$ cat src/rtl/rv32i_pkg.sv
// Shared RV32I load/store definitions: funct3 codes, LSU state encoding
// and the request legality check applied at accept time.
package rv32i_pkg;

  localparam logic [2:0] F3_B  = 3'b000;
  localparam logic [2:0] F3_H  = 3'b001;
  localparam logic [2:0] F3_W  = 3'b010;
  localparam logic [2:0] F3_BU = 3'b100;
  localparam logic [2:0] F3_HU = 3'b101;

  typedef enum logic [2:0] {
    IDLE     = 3'd0,
    RD       = 3'd1,
    LD_CAP   = 3'd2,
    ST_MERGE = 3'd3,
    WR       = 3'd4
  } lsu_state_t;

  // True when funct3 is legal for the direction and the address is naturally aligned.
  function automatic logic access_ok(input logic       is_store,
                                     input logic [2:0] funct3,
                                     input logic [1:0] addr_lo);
    logic ok;
    case (funct3)
      F3_B:    ok = 1'b1;
      F3_H:    ok = ~addr_lo[0];
      F3_W:    ok = (addr_lo == 2'b00);
      F3_BU:   ok = ~is_store;
      F3_HU:   ok = ~is_store & ~addr_lo[0];
      default: ok = 1'b0;
    endcase
    return ok;
  endfunction

endpackage

$ cat src/rtl/lsu_byte_lane.sv
// Byte-lane steering between the big-endian memory port and little-endian core:
// load extract/extend and store swizzle/read-modify-write merge.
module lsu_byte_lane
  import rv32i_pkg::*;
(
  input  logic [2:0]  funct3,
  input  logic [31:0] rdata,
  input  logic [31:0] wdata,
  output logic [31:0] load_data,
  output logic [31:0] store_word
);

  logic [7:0]  ld_byte;
  logic [15:0] ld_half;
  logic [31:0] ld_word;
  logic [31:0] st_swap;

  // mem[A] arrives in rdata[31:24], so the lowest-addressed byte is the LSB.
  always_comb begin
    ld_byte = rdata[31:24];
    ld_half = {rdata[23:16], rdata[31:24]};
    ld_word = {rdata[7:0], rdata[15:8], rdata[23:16], rdata[31:24]};
    st_swap = {wdata[7:0], wdata[15:8], wdata[23:16], wdata[31:24]};
  end

  always_comb begin
    load_data  = '0;
    store_word = '0;
    case (funct3)
      F3_B: begin
        load_data  = {{24{ld_byte[7]}}, ld_byte};
        store_word = {st_swap[31:24], rdata[23:0]};
      end
      F3_H: begin
        load_data  = {{16{ld_half[15]}}, ld_half};
        store_word = {st_swap[31:16], rdata[15:0]};
      end
      F3_W: begin
        load_data  = ld_word;
        store_word = st_swap;
      end
      F3_BU:   load_data = {24'd0, ld_byte};
      F3_HU:   load_data = {16'd0, ld_half};
      default: begin
        load_data  = '0;
        store_word = '0;
      end
    endcase
  end

endmodule

$ cat src/rtl/load_store_unit.sv
// RV32I load/store unit: one outstanding request, drives a big-endian word-wide
// data memory with registered strobes and read-modify-write for SB/SH.
module load_store_unit
  import rv32i_pkg::*;
#(
  parameter int AW = 32,
  parameter int DW = 32
) (
  input  logic          clk,
  input  logic          rst,
  input  logic          req_valid,
  output logic          req_ready,
  input  logic          req_is_store,
  input  logic [2:0]    req_funct3,
  input  logic [AW-1:0] req_addr,
  input  logic [DW-1:0] req_wdata,
  output logic          resp_valid,
  output logic [DW-1:0] resp_rdata,
  output logic          resp_err,
  output logic [AW-1:0] mem_address,
  output logic          mem_read,
  output logic          mem_write,
  output logic [DW-1:0] mem_wdata,
  input  logic [DW-1:0] mem_rdata
);

  lsu_state_t    state, state_next;
  logic          accept;
  logic          req_ok;
  logic          op_is_store;
  logic [2:0]    op_funct3;
  logic [DW-1:0] op_wdata;
  logic [2:0]    lane_funct3;
  logic [DW-1:0] lane_wdata;
  logic [DW-1:0] lane_load;
  logic [DW-1:0] lane_store;

  assign req_ready = (state == IDLE);
  assign accept    = req_valid && req_ready;
  assign req_ok    = access_ok(req_is_store, req_funct3, req_addr[1:0]);

  // In IDLE the lane swizzles the incoming SW data; later it works on the latched op.
  assign lane_funct3 = (state == IDLE) ? req_funct3 : op_funct3;
  assign lane_wdata  = (state == IDLE) ? req_wdata  : op_wdata;

  lsu_byte_lane u_lane (
    .funct3     (lane_funct3),
    .rdata      (mem_rdata),
    .wdata      (lane_wdata),
    .load_data  (lane_load),
    .store_word (lane_store)
  );

  always_ff @(posedge clk) begin
    if (rst) state <= IDLE;
    else     state <= state_next;
  end

  always_comb begin
    state_next = state;
    case (state)
      IDLE: begin
        if (accept && req_ok)
          state_next = (req_is_store && req_funct3 == F3_W) ? WR : RD;
      end
      RD:       state_next = op_is_store ? ST_MERGE : LD_CAP;
      LD_CAP:   state_next = IDLE;
      ST_MERGE: state_next = WR;
      WR:       state_next = IDLE;
      default:  state_next = IDLE;
    endcase
  end

  // Strobes follow the next state so they are registered yet aligned with RD/WR.
  always_ff @(posedge clk) begin
    if (rst) begin
      mem_read    <= 1'b0;
      mem_write   <= 1'b0;
      mem_address <= '0;
      mem_wdata   <= '0;
      resp_valid  <= 1'b0;
      resp_rdata  <= '0;
      resp_err    <= 1'b0;
      op_is_store <= 1'b0;
      op_funct3   <= '0;
      op_wdata    <= '0;
    end else begin
      mem_read   <= (state_next == RD);
      mem_write  <= (state_next == WR);
      resp_valid <= 1'b0;
      resp_err   <= 1'b0;
      resp_rdata <= '0;
      if (state == IDLE && accept) begin
        if (req_ok) begin
          mem_address <= req_addr;
          op_is_store <= req_is_store;
          op_funct3   <= req_funct3;
          op_wdata    <= req_wdata;
          if (state_next == WR) mem_wdata <= lane_store;
        end else begin
          resp_valid <= 1'b1;
          resp_err   <= 1'b1;
        end
      end
      if (state == ST_MERGE) mem_wdata <= lane_store;
      if (state == LD_CAP) begin
        resp_valid <= 1'b1;
        resp_rdata <= lane_load;
      end
      if (state == WR) resp_valid <= 1'b1;
    end
  end

endmodule

$ cat config.mk
export PLATFORM = sky130hd
export DESIGN_NAME = load_store_unit
export DESIGN_NICKNAME = d
export VERILOG_FILES = /design/src/rtl/rv32i_pkg.sv /design/src/rtl/lsu_byte_lane.sv /design/src/rtl/load_store_unit.sv
export SDC_FILE = /design/constraint.sdc
export NUM_CORES = 1
export LEC_CHECK = 0
export BUFFER_PORTS_ARGS = -buffer_cell sky130_fd_sc_hd__buf_2
export CORE_MARGIN = 2
export CORE_UTILIZATION = 44
export DETAILED_ROUTE_END_ITERATION = 7
export PLACE_DENSITY_LB_ADDON = 0.25
export SETUP_SLACK_MARGIN = 0.05
export SLEW_MARGIN = 40
export SYNTH_ARGS = -nofsm -noshare
export SYNTH_HDL_FRONTEND = slang
export SYNTH_HIERARCHICAL = 1
export SYNTH_SLANG_ARGS = --single-unit
$ cat constraint.sdc
create_clock -name clk -period 2 [get_ports clk]
set_input_delay 0.2 -clock clk [delete_from_list [all_inputs] [get_ports clk]]
set_output_delay 0.2 -clock clk [all_outputs]
set_load 0.05 [all_outputs]
==> results.yml <==
run_status:
  status: "finished with violations"
  failed_checks: "negative setup slack"
sta:
  fin_ws_ps: -50.66
  setup_viol: 26
  rsz0062_at_grt: "true"
  hold_ws_ps: 16.28
  tightest_slew_ps: 727.8
  hold_viol: 0
  slew_headroom_pct: 51.48
  drv_slew: 0
  fin_worst_skew_ps: 7.825
  max_freq_mhz: 487.6
  period_minus_slack_ps: 2051
  fin_crit_sh_pct: 102.5
placement:
  place_area_um2: 7522
  place.gp.congestion: 0.8130
  post-dp-hpwl_um: 11090
  portBuffers: 203
  placed_cells: 1089
critical_path:
  critPathRequiredTime_ps: 2360
  path_class: "flop to flop"
  critical_path.max_fanout: 8
  startpoint_type: "flop"
  crit_path_end_kind: "flop"
  worst_ep_arrival_time_ps: 2410
  r2r_slack_ps: -50
drt:
  wire_per_inst_um: 15.64
  dr.pass1.iters: 5
  via_per_inst: 5.072
  drc_errors: 0
  vias: 5807
  ant_nets: 0
  routed_wl_um: 17910
  first_iter_violations: 390
synth:
  synth-main-ff-cell: "dfxtp_1"
  ys_seq_area_share_pct: 43.88
  syn-cell-area_um2: 6341
  synth.avg_cell_area_um2: 8.546
  synth_edf_count: 0
  netlist_instances: 742
  ys_ff_latch: 139
  yosys_warnings: 6
  yosysUniqueCellTypes: 35
  syn_nets: 845
  postSynth.asyncResetShare_pct: 0
floorplan:
  io_pins: 204
  fp-row-count: 43
  dieArea_um2: 15390
  core_um2: 13990
  start_util_pct: 45.33
  fp.dieW_um: 124.1
  chipHeight_um: 124.1
final_layout:
  final_nets: 1055
  n_antenna_cell: 0
  areaGrowthSynthToFinish_pct: 38.99
  stdcell_count: 1145
  fill_cells: 1246
  finish.instance_area_um2: 8813
  post_route_cells_drive_above_1_share_pct: 39.48
global_routing:
  grt_pass1_wl_um: 26010
  antenna_found_initial: 0
  overflow: 0
  grt_pass1_vias: 5161
  track_usage_pct: 21.93
  grt_max_degree: 69
clock_network:
  path_clk_slew_ps: 60
  cts_sinks: 139
  tritoncts: "built"
  h-tree-depth: 4
  cts-hold-fix-buffers: 0
  cts_made_buffers: 17
  cts-root-buf: "clkbuf_16"
  clkLatencyLatePin_ps: 420
  cts_buffer_depth: 2
power:
  p_int_w: 0.005355
  p_sw_share_pct: 26.00
  p_leak_nw: 3.788
  power.switching_w: 0.001881
  clock_power_share_pct: 43.0
  pwr-share-comb_pct: 17.3
  vdd.ir_drop.worst_mv: 0.5612
  seq_power_share_pct: 39.7
  powerDensity_nw_per_um2: 821.0
worst_hold_path:
  hp-class: "input port to flop"
flow_run:
  drv_cap: 0
==> logic make-up (layout without fill, tap and decap cells) <==
| family | after synthesis | count (layout) | share of synthesized area [%] |
|---|---|---|---|
| and+or+nand+nor | 318 | 319 | 25.30 |
| AOI/OAI and AO/OA | 156 | 156 | 14.05 |
| DFF | 139 | 139 | 43.88 |
| muxes | 67 | 67 | 11.27 |
| buffers and inverters | 62 | 284 | 5.505 |
==> routing by layer <==
layer	part of all wire [%]	track usage, %	vias to the layer above
li1	-	-	2885
met1	43	28.10	2746
met2	49	35.86	156
met3	5.9	5.678	20
met4	1.5	7.374	0
met5	0	0	-
==> state kept, by name, summed over array words and instances, names as in the netlist, 3 cells and up <==
register	flops
mem_address	32
mem_wdata	32
op_wdata	32
resp_rdata	32
op_funct3	3
state	3
==> layout make-up <==
| class | count | area, µm² | share of cell area [%] |
|---|---|---|---|
| sequential | 139 | 2785 | 31.60 |
| timing repair buffer | 252 | 1679 | 19.05 |
| clock inverter | 8 | 90.09 | 1.022 |
| tap | 180 | 225.2 | 2.555 |
| clock buffer | 24 | 491.7 | 5.579 |
| multi-input combinational | 542 | 3542 | 40.19 |
==> what timing repair did <==
action,CTS,global route
gates resized for setup,26,62
hold endpoints to repair,0,0
setup endpoints to repair,65,64
buffers inserted,3,12
gates cloned,6,3
pin swaps,7,10
==> worst max-delay path, stage by stage, from the launching register on <==
cell	delay (ps)
dfxtp_2	330
nor3_4	220
buf_6	150
mux2_4	360
buf_16	150
nand3b_1	220
or2_4	350
o21ai_2	80
and2_1	130
==> metrics by stage <==
stage / utilization [%] / setup TNS (ps) / setup WS (ps) / total power, W
finish: 63.01 / -637.4 / -50.66 / 0.007236
global route: 63.01 / -4879 / -149.4 / 0.007515
CTS: 59.96 / -166.6 / -36.17 / 0.007121
detailed placement: 53.77 / -14500 / -383.5 / 0.003903
global placement: 53.76 / -15490 / -324.1 / 0.003893
floorplan: - / 0 / 54.30 / 0.003627
==> cell usage in the layout, fill, tap and decap left out, drive strengths merged <==
| master | instances |
|---|---|
| a211oi | 16 |
| dfxtp | 139 |
| and2 | 48 |
| bufinv | 2 |
| a221oi | 1 |
| nand2b | 72 |
| nor2 | 21 |
| mux2i | 32 |
| or2 | 3 |
| clkbuf | 27 |
| buf | 248 |
| o2bb2ai | 7 |
| and4b | 1 |
| bufbuf | 1 |
| a21oi | 110 |
| and2b | 1 |
| nor2b | 27 |
| clkinv | 6 |
| a2111oi | 1 |
| nor3 | 1 |
| nand3 | 2 |
| mux2 | 35 |
| o21ai | 18 |
| o211a | 1 |
| o211ai | 1 |
| nor4 | 1 |
| a21boi | 1 |
| nor4b | 1 |
| nand3b | 2 |
| nand2 | 139 |
==> cells in the mapped netlist (2+ instances only) <==
master	number	area (µm²)
a211oi_1	16	120.1
a21oi_1	109	545.5
and2_1	48	300.3
buf_2	20	100.1
buf_4	4	30.03
buf_6	10	112.6
clkbuf_1	26	97.59
dfxtp_1	139	2783
mux2_2	35	394.1
mux2i_1	32	320.3
nand2_1	138	518.0
nand2b_1	72	450.4
nand3_1	2	10.01
nand3b_1	2	15.01
nor2_1	21	78.83
nor2b_1	27	168.9
o21ai_0	3	15.01
o21ai_1	14	70.07
o2bb2ai_1	7	61.31
or2_1	2	12.51
==> power groups by stage <==
stage	registers (W)	logic [W]	clock network, W
floorplan	0.00306	0.000562	0
global placement	0.00293	0.000962	0
detailed placement	0.00293	0.000970	0
CTS	0.00287	0.00109	0.00316
global route	0.00288	0.00135	0.00328
finish	0.00287	0.00125	0.00311
==> final timing paths <==
path,startpoint,cells after the start,to
worst max-delay path,state[2]$_SDFF_PP0_,8,resp_rdata[29]$_SDFF_PP0_
worst min-delay path,req_addr[6],3,mem_address[6]$_SDFFE_PP0P_
worst max register to register,state[2]$_SDFF_PP0_,8,resp_rdata[29]$_SDFF_PP0_
worst min register to register,mem_address[30]$_SDFFE_PP0P_,2,mem_address[30]$_SDFFE_PP0P_
No activity file was read; power rests on OpenSTA's default activity.
